**src/rtl/ifu_fetch_pkg.sv**
```systemverilog
// Shared types and constants for the instruction fetch unit: bus widths,
// hold codes, the NOP pattern and the prefetch FIFO entry layout.
package ifu_fetch_pkg;

    localparam int          INST_W      = 32;
    localparam int          INST_ADDR_W = 32;
    localparam int          HOLD_FLAG_W = 3;

    localparam logic [HOLD_FLAG_W-1:0] HOLD_NONE = 3'b000;
    localparam logic [HOLD_FLAG_W-1:0] HOLD_PC   = 3'b001;
    localparam logic [HOLD_FLAG_W-1:0] HOLD_IF   = 3'b010;
    localparam logic [HOLD_FLAG_W-1:0] HOLD_ID   = 3'b011;

    localparam logic [INST_W-1:0] INST_NOP = 32'h0000_0001;

    typedef logic [INST_W-1:0]      inst_t;
    typedef logic [INST_ADDR_W-1:0] inst_addr_t;

    typedef struct packed {
        inst_t      inst;
        inst_addr_t addr;
    } fifo_entry_t;

    function automatic inst_addr_t word_align(input inst_addr_t a);
        return a & 32'hFFFF_FFFC;
    endfunction

endpackage

```
**src/rtl/ifu_fetch_if.sv**
```systemverilog
// Instruction bus with request/grant/rvalid handshake; the fetch unit is
// the master, the instruction memory is the slave.
interface ifu_fetch_if;
    import ifu_fetch_pkg::*;

    logic       req;
    inst_addr_t addr;
    logic       gnt;
    logic       rvalid;
    inst_t      rdata;

    modport master (output req, output addr, input gnt, input rvalid, input rdata);
    modport slave  (input req, input addr, output gnt, output rvalid, output rdata);

endinterface

```
**src/rtl/ifu_fifo.sv**
```systemverilog
// Two-entry prefetch FIFO holding {instruction, address} pairs, with a
// flush that takes priority over push and pop.
module ifu_fifo
    import ifu_fetch_pkg::*;
(
    input  logic        clk,
    input  logic        rstn,
    input  logic        push_i,
    input  fifo_entry_t entry_i,
    input  logic        pop_i,
    input  logic        flush_i,
    output logic [1:0]  count_o,
    output fifo_entry_t head_o,
    output logic        empty_o
);

    fifo_entry_t mem_q [2];
    logic        rd_ptr_q;
    logic        wr_ptr_q;
    logic [1:0]  count_q;

    always_ff @(posedge clk or negedge rstn) begin
        if (!rstn) begin
            mem_q[0] <= '0;
            mem_q[1] <= '0;
            rd_ptr_q <= 1'b0;
            wr_ptr_q <= 1'b0;
            count_q  <= 2'd0;
        end else if (flush_i) begin
            rd_ptr_q <= 1'b0;
            wr_ptr_q <= 1'b0;
            count_q  <= 2'd0;
        end else begin
            if (push_i) begin
                mem_q[wr_ptr_q] <= entry_i;
                wr_ptr_q        <= ~wr_ptr_q;
            end
            if (pop_i) begin
                rd_ptr_q <= ~rd_ptr_q;
            end
            count_q <= count_q + {1'b0, push_i} - {1'b0, pop_i};
        end
    end

    assign count_o = count_q;
    assign head_o  = mem_q[rd_ptr_q];
    assign empty_o = (count_q == 2'd0);

endmodule

```
**src/rtl/ifu_fetch.sv**
```systemverilog
// Instruction fetch unit: program counter, bus request issue, in-flight and
// stale-response tracking, and delivery from the prefetch FIFO to IF->ID.
module ifu_fetch
    import ifu_fetch_pkg::*;
#(
    parameter inst_addr_t RESET_ADDR = 32'h0000_0000
)(
    input  logic                   clk,
    input  logic                   rstn,
    input  logic [HOLD_FLAG_W-1:0] hold_flag_i,
    input  logic                   jump_flag_i,
    input  inst_addr_t             jump_addr_i,
    ifu_fetch_if.master            ibus,
    output logic                   inst_valid_o,
    output inst_t                  inst_o,
    output inst_addr_t             inst_addr_o
);

    localparam inst_addr_t RESET_PC = {RESET_ADDR[31:2], 2'b00};

    inst_addr_t pc_q, pc_d;
    inst_addr_t resp_addr_q, resp_addr_d;
    logic [2:0] os_q, os_d;
    logic [2:0] dc_q, dc_d;

    logic [1:0]  fifo_count;
    fifo_entry_t fifo_head;
    fifo_entry_t fifo_entry;
    logic        fifo_empty;

    logic       hold_en, deliver, pop, req, grant, rsp, discard, push;
    logic [2:0] live, committed;
    inst_addr_t jump_target;

    assign hold_en     = (hold_flag_i >= HOLD_IF);
    assign deliver     = !fifo_empty && !jump_flag_i;
    assign pop         = deliver && !hold_en;
    assign jump_target = word_align(jump_addr_i);

    // Stale in-flight words never occupy a FIFO slot, and the slot freed by
    // this cycle's pop is reusable, which sustains one fetch per cycle.
    assign live      = os_q - dc_q;
    assign committed = {1'b0, fifo_count} - {2'b00, pop} + live;
    assign req       = rstn && !jump_flag_i && (committed < 3'd2);

    assign grant      = req && ibus.gnt;
    assign rsp        = ibus.rvalid;
    assign discard    = rsp && (dc_q != 3'd0);
    assign push       = rsp && !discard && !jump_flag_i;
    assign fifo_entry = '{inst: ibus.rdata, addr: resp_addr_q};

    always_comb begin
        pc_d        = pc_q;
        resp_addr_d = resp_addr_q;
        os_d        = os_q + {2'b00, grant} - {2'b00, rsp};
        dc_d        = dc_q;
        if (grant) begin
            pc_d = pc_q + 32'd4;
        end
        if (discard) begin
            dc_d = dc_q - 3'd1;
        end else if (rsp) begin
            resp_addr_d = resp_addr_q + 32'd4;
        end
        // Every word still outstanding after a jump belongs to the old path.
        if (jump_flag_i) begin
            pc_d        = jump_target;
            resp_addr_d = jump_target;
            dc_d        = os_q + {2'b00, grant} - {2'b00, rsp};
        end
    end

    always_ff @(posedge clk or negedge rstn) begin
        if (!rstn) begin
            pc_q        <= RESET_PC;
            resp_addr_q <= RESET_PC;
            os_q        <= 3'd0;
            dc_q        <= 3'd0;
        end else begin
            pc_q        <= pc_d;
            resp_addr_q <= resp_addr_d;
            os_q        <= os_d;
            dc_q        <= dc_d;
        end
    end

    ifu_fifo u_fifo (
        .clk     (clk),
        .rstn    (rstn),
        .push_i  (push),
        .entry_i (fifo_entry),
        .pop_i   (pop),
        .flush_i (jump_flag_i),
        .count_o (fifo_count),
        .head_o  (fifo_head),
        .empty_o (fifo_empty)
    );

    assign ibus.req     = req;
    assign ibus.addr    = pc_q;
    assign inst_valid_o = deliver;
    assign inst_o       = deliver ? fifo_head.inst : INST_NOP;
    assign inst_addr_o  = deliver ? fifo_head.addr : '0;

endmodule

```
**src/flat_wrapper.sv**
```systemverilog
// flat-port wrapper written by rule: the top's interface ports become plain ports
module ifu_fetch_flat import ifu_fetch_pkg::*;
#(
    parameter inst_addr_t RESET_ADDR = 32'h0000_0000
)
  (clk, rstn, hold_flag_i, jump_flag_i, jump_addr_i, inst_valid_o, inst_o, inst_addr_o, ibus_req, ibus_addr, ibus_gnt, ibus_rvalid, ibus_rdata);
  ifu_fetch_if ibus_i ();
  input  logic clk;
  input  logic rstn;
  input  logic [HOLD_FLAG_W-1:0] hold_flag_i;
  input  logic jump_flag_i;
  input  inst_addr_t jump_addr_i;
  output logic inst_valid_o;
  output inst_t inst_o;
  output inst_addr_t inst_addr_o;
  output wire logic [$bits(ibus_i.req)-1:0] ibus_req;
  output wire logic [$bits(ibus_i.addr)-1:0] ibus_addr;
  input wire logic [$bits(ibus_i.gnt)-1:0] ibus_gnt;
  input wire logic [$bits(ibus_i.rvalid)-1:0] ibus_rvalid;
  input wire logic [$bits(ibus_i.rdata)-1:0] ibus_rdata;
  assign ibus_req = ibus_i.req;
  assign ibus_addr = ibus_i.addr;
  assign ibus_i.gnt = ibus_gnt;
  assign ibus_i.rvalid = ibus_rvalid;
  assign ibus_i.rdata = ibus_rdata;
  ifu_fetch #(.RESET_ADDR(RESET_ADDR)) u_core (.clk(clk), .rstn(rstn), .hold_flag_i(hold_flag_i), .jump_flag_i(jump_flag_i), .jump_addr_i(jump_addr_i), .ibus(ibus_i), .inst_valid_o(inst_valid_o), .inst_o(inst_o), .inst_addr_o(inst_addr_o));
endmodule
```
**config.mk**
```make
export PLATFORM = sky130hd
export DESIGN_NAME = ifu_fetch_flat
export DESIGN_NICKNAME = d
export VERILOG_FILES = /design/src/rtl/ifu_fetch_pkg.sv /design/src/rtl/ifu_fetch_if.sv /design/src/rtl/ifu_fifo.sv /design/src/rtl/ifu_fetch.sv /design/src/flat_wrapper.sv
export SDC_FILE = /design/constraint.sdc
export NUM_CORES = 1
export LEC_CHECK = 0
export BUFFER_PORTS_ARGS = -buffer_cell sky130_fd_sc_hd__buf_2
export CAP_MARGIN = 40
export CORE_UTILIZATION = 30
export DETAILED_ROUTE_END_ITERATION = 7
export PLACE_DENSITY = 0.5
export SKIP_CTS_REPAIR_TIMING = 1
export SYNTH_ARGS = -nofsm -noshare
export SYNTH_HDL_FRONTEND = slang
export SYNTH_SLANG_ARGS = --single-unit
```
**constraint.sdc**
```tcl
create_clock -name clk -period 4 [get_ports clk]
set_input_delay 0.4 -clock clk [delete_from_list [all_inputs] [get_ports clk]]
set_output_delay 0.4 -clock clk [all_outputs]
set_load 0.1 [all_outputs]
```
== After elaboration in Yosys (flattened, before gate mapping) ==
Cells that the tools add are included.

* Memories: 0
* ROM bits: 0
* Output and inout bits: 98
* Input bits: 72
* Bits in registers: 202
* Latch bits: 0
* RAM bits: 0
* Word-level logic and storage cells: 74

* Equal/unequal tests: 1
* Magnitude comparators: 5
* Add/sub/neg operators: 10
* Multiplexer cells: 20
* Reduce and logical (&&, ||, !) cells: 22
* $mul: 0
* Shift-type cells: 0
* Bitwise operators: 5
* Divide/modulo/power cells: 0

{| class="wikitable"
|+ Operator list
! cell !! count
|-
| $mux 64 || 4
|-
| $mux 32 || 7
|-
| $bwmux 128 || 1
|-
| $add 32x3->32 const B || 2
|-
| $demux 64 s1 || 1
|-
| $reduce_bool 2->1 || 5
|-
| $logic_and 1x1->1 || 9
|-
| $mux 3 || 2
|-
| $ge 2x2->1 const B || 2
|-
| $logic_not 1->1 || 4
|-
| $mux 1 || 4
|-
| $not 1->2 || 2
|-
| $reduce_and 2->1 || 2
|-
| $add 3x1->3 || 1
|-
| $add 3x3->3 || 1
|-
| $ge 3x2->1 const B || 1
|-
| $lt 3x2->1 const B || 1
|-
| $not 1->1 || 3
|-
| $reduce_bool 3->1 || 1
|-
| $sub 2x1->3 || 1
|-
| $sub 3x1->3 || 1
|-
| $sub 3x1->3 const B || 1
|-
| $sub 3x3->3 || 1
|-
| $add 2x1->2 || 1
|-
| 5 further kinds || 5
|}

== Logic depth before layout (Yosys ltp) ==
* Depth in word-level cells: 12
* Gate-level depth with buffers: 18
* Gate-level depth less buffers: 17

== Modules after synthesis ==
From an unflattened synthesis, not the netlist that was laid out.

* Cell total of the unflattened synthesis: 859
* Area, all modules: 10397.5 µm²

{| class="wikitable"
|+ Modules (own cells, without submodules)
! module !! seq. area each (µm²) !! cells an instance !! times used !! area each (µm²)
|-
| ifu_fifo || 3303.2 || 359 || 1 || 6052.1
|-
| ifu_fetch || 1651.6 || 500 || 1 || 4345.4
|}

== Worst setup path before layout ==
Ideal clock, no wire load.

* Kind: in2out
* Start point: input jump_flag_i
* End point: output ibus_req
* Stages on the path: 11
* Required time: 3.600 ns
* Arrival: 5.179 ns
* Path buffers: 0
* Path slack: -1.579 ns
* Path through: inv_1 > o21ai_1 > or3_1 > fa_1 > inv_1 > fa_1 > nand2b_1 > fa_1 > xnor2_1 > xnor2_1 > nor3_1

* Word-level cells in the longest chain between the ends: 7
* Elaborated cells between the ends (all ways): 8
* Those cells by class: add/sub (2); order compare (1); reduce/logical (5)

{| class="wikitable"
|+ Ends and longest elaborated chain
! item !! line !! source
|-
| from (decl) || flat_wrapper.sv:11 || <nowiki>input logic jump_flag_i;</nowiki>
|-
| $logic_not 1->1 * || ifu_fetch.sv:36, ifu_fetch.sv:44 ||
|-
| $logic_and 1x1->1 || ifu_fetch.sv:36 || <nowiki>assign deliver = !fifo_empty && !jump_flag_i;</nowiki>
|-
| $logic_and 1x1->1 || ifu_fetch.sv:37 || <nowiki>assign pop = deliver && !hold_en;</nowiki>
|-
| $sub 2x1->3 || ifu_fetch.sv:43 || <nowiki>assign committed = {1'b0, fifo_count} - {2'b00, pop} + live;</nowiki>
|-
| $add 3x3->3 || ifu_fetch.sv:43 ||
|-
| $lt 3x2->1 || ifu_fetch.sv:44 || <nowiki>assign req = rstn && !jump_flag_i && (committed < 3'd2);</nowiki>
|-
| $logic_and 1x1->1 * || ifu_fetch.sv:44 ||
|-
| to (decl) || flat_wrapper.sv:16 || <nowiki>output wire logic [$bits(ibus_i.req)-1:0] ibus_req;</nowiki>
|}

Mark *: on every way between the ends. The rest lies on a longest branch, timed or not.

== Worst setup path in the final report ==
* Start point: register u_core.u_fifo.count_q[1], in the netlist u_core.u_fifo.count_o[1]
* End point: output ibus_req

* Word-level cells in the longest chain between the ends: 8

{| class="wikitable"
|+ Ends and longest elaborated chain
! item !! line !! source
|-
| from (decl) || ifu_fifo.sv:20 || <nowiki>logic [1:0] count_q;</nowiki>
|-
| from (signal assigned) || ifu_fifo.sv:41 || <nowiki>count_q <= count_q + {1'b0, push_i} - {1'b0, pop_i};</nowiki>
|-
| $logic_not 2->1 || ifu_fifo.sv:47 || <nowiki>assign empty_o = (count_q == 2'd0);</nowiki>
|-
| $logic_not 1->1 || ifu_fetch.sv:36 ||
|-
| $logic_and 1x1->1 || ifu_fetch.sv:36 ||
|-
| $logic_and 1x1->1 || ifu_fetch.sv:37 ||
|-
| $sub 2x1->3 * || ifu_fetch.sv:43 ||
|-
| $add 3x3->3 * || ifu_fetch.sv:43 ||
|-
| $lt 3x2->1 * || ifu_fetch.sv:44 ||
|-
| $logic_and 1x1->1 * || ifu_fetch.sv:44 ||
|}

Marked as above.

==> impl_metrics.csv <==
group,metric,value,unit
outcome,status,"complete, but fails checks",
outcome,violations,"negative hold slack",
floorplanning,die_area,32700,um2
pwr,peakVddDrop,0.000556,V
cts,clock_latency,0.43,ns
critical_path,crit_arrival,3.57,ns
sta,whs,-0.0192,ns
cts,clk_pin_slew,0.07,ns
critical_path,endpoint_kind,"output port",
detailed_routing,drc,0,
logic_synthesis,syn_avg_cell_area,11.6,um2
cts,cts.sinks,194,
grt,grt_max_degree,130,
cts,cts_max_level,4,
sta,fin_crit_sh,99.3,%
cts,clock_path_buffers,2,
sta,maxSlewHeadroom,40.9,%
sta,max_freq,252,MHz
floorplanning,die_x,181,um
detailed_routing,drtPass1Iterations,5,
logic_synthesis,synth_area_leader_cell,"dfrtp_1",
cts,cts_root_buffer,"clkbuf_16",
sta,clock_skew,0.0151,ns
detailed_routing,vias,6868,
logic_synthesis,ys.flop_type,"dfrtp_1",
flow_run,cap_viol_max_count,0,
grt,track_usage,15.3,%
detailed_routing,drt-initial-drc-count,296,
critical_path,crit_type,"reg -> out",
sta,worst_pin_slew,0.879,ns
cells_and_area,n_antenna_cell,0,
pwr,totalPowerFinal,7.41,mW
logic_synthesis,synth_cell_type_count,50,
logic_synthesis,synth_area_leaders,"dfrtp_1, mux2_2, mux2i_1",
floorplanning,core_area,31600,um2
logic_synthesis,syn_area,9610,um2
place,numPortBuffers,162,
logic_synthesis,synth-seq-area-share,50.5,%
sta,finalSetupViolations,0,
cells_and_area,drive_gt1_share,38.4,%
logic_synthesis,synth_edf_count,0,
logic_synthesis,ys_warn_count,0,
cts,cts_buffers,17,
sta,fin_crit,3.97,ns
sta,grt_setup_unrepaired,"true",
logic_synthesis,synthTopCellsByCount,"dfrtp_1, mux2_2, nor2_1",
detailed_routing,ant_nets,0,
cts,cts_tree,"built",
grt,gr-total-overflow,0,
grt,antenna_found_initial,0,
critical_path,path_max_fanout,10,
pwr,pwr_density_cell,635,nW/um2
critical_path,startpoint_type,"register",
cells_and_area,nets,1075,
sta,final_hold_viol_count,14,
detailed_routing,avgRoutedWirePerCell,17.2,um
logic_synthesis,yosysMostFrequentCell,"dfrtp_1",
place,pre_cts_ws,-0.0418,ns
critical_path,cp_data_required_time,3.60,ns
floorplanning,rows,65,
grt,grt_pass1_vias,6913,
pwr,p_leak,5.27,nW
sta,slew_viol_final,0,
sta,setup_ws,0.0268,ns
logic_synthesis,synthCells,828,
logic_synthesis,netlist.area_leader.share,50.5,%
logic_synthesis,async_flop_share,100,%
min_path,hp-class,"in -> async",
place,routabilityCongestion,0.793,
detailed_routing,wl,24200,um
detailed_routing,routed_via_density,4.89,
floorplanning,die_y,181,um
critical_path,reg2regPathDepth,13,
floorplanning,io_pins,170,
place,hpwlAfterDp,16600,um
grt,grt_pass1_wl,39300,um
cells_and_area,area_delta_synth_final,21.5,%
floorplanning,start_util,30.4,%
logic_synthesis,synth_seq_cells,194,
## path summary, 6_finish.rpt
path                                          start                      end  slack [ns]
hold / removal                                 rstn  u_core.u_fifo.mem_q[39]       -0.02
hold reg to reg             u_core.u_fifo.mem_q[30]  u_core.u_fifo.mem_q[30]        0.51
min in group clk                      ibus_rdata[2]  u_core.u_fifo.mem_q[98]        0.22
setup / recovery           u_core.u_fifo.count_o[1]                 ibus_req        0.03
setup reg to reg           u_core.u_fifo.count_o[1]     u_core.ibus.addr[26]        0.23
max in group asynchronous                      rstn   u_core.u_fifo.rd_ptr_q        2.83
## cells in the final DEF, fill, tap and decap left out, drive strengths merged, types with 20 or more instances in the layout
cell type	instances
buf	184
xnor2	20
mux2i	64
mux2	144
dfrtp	194
inv	23
nand3	25
nor2	74
xor2	27
clkbuf	21
nand2	51
nand4	22
o21ai	25
## area by class of cell
type	count	area, um2
Timing Repair Buffer	185	1070
Fill cell	3168	19900
Inverter	22	86.3
Clock buffer	20	467
Multi-Input combinational cell	570	4580
Clock inverter	11	105
Tap cell	402	503
Sequential cell	194	4860
## per-stage QoR
step	util [%]	hold WS, ns	cell area, um2	setup TNS [ns]	std cells
after global placement	35.1	0.463	11100	-0.0154	1372
after CTS	36.9	-0.00453	11700	-0.0952	1403
after detailed placement	35.1	0.461	11100	-0.0700	1372
after global routing	37.0	0.0177	11700	-0.112	1404
after floorplan	-	0.104	9700	-0.0342	831
final	37.0	-0.0192	11700	0	1404
## per-layer routing
| metal | global-route usage [%] | up-vias | wire length [um] |
|---|---|---|---|
| met4 | 3.25 | 0 | 197 |
| met3 | 2.64 | 12 | 1120 |
| li1 | - | 3256 | - |
| met5 | 0 | - | 0 |
| met1 | 22.5 | 3401 | 12100 |
| met2 | 23.4 | 199 | 10800 |
## report_power, final
part	switching [mW]	leakage, nW	internal, mW
Combinational	1.72	2.55	1.09
Sequential	0.377	2.43	2.53
Clock	0.776	0.288	0.913
Total	2.88	5.27	4.53
## state kept, by name, indices dropped and copies added, names as in the netlist
name                    count
u_core.resp_addr_q         30
u_core.dc_q                 3
u_core.ibus.addr           30
u_core.os_q                 3
u_core.u_fifo.rd_ptr_q      1
u_core.u_fifo.mem_q       124
u_core.u_fifo.count_o       2
u_core.u_fifo.wr_ptr_q      1
## logic make-up after synthesis
kind of cell             Yosys count  synth area share (%)
AND/OR/NAND/NOR                  232                  12.2
multiplexers                     208                  23.5
flip-flops                       194                  50.5
buffers and inverters             67                  2.89
AO/OA/AOI/OAI                     66                  4.30
XOR/XNOR                          47                  4.44
adder cells (fa/ha/maj)           13                  2.08
other                              1                0.0390
## critical path: stages, from the launching register on
cell and delay, ns:
dfrtp_1 0.39, o21ai_4 0.07, or3_4 0.34, fa_1 0.49
inv_1 0.05, fa_1 0.42, nand2b_4 0.15, fa_2 0.38
xnor2_4 0.16, xnor2_1 0.13, buf_4 0.19, nor3_4 0.17
buf_12 0.20
Power figures use the tool's default switching activity.
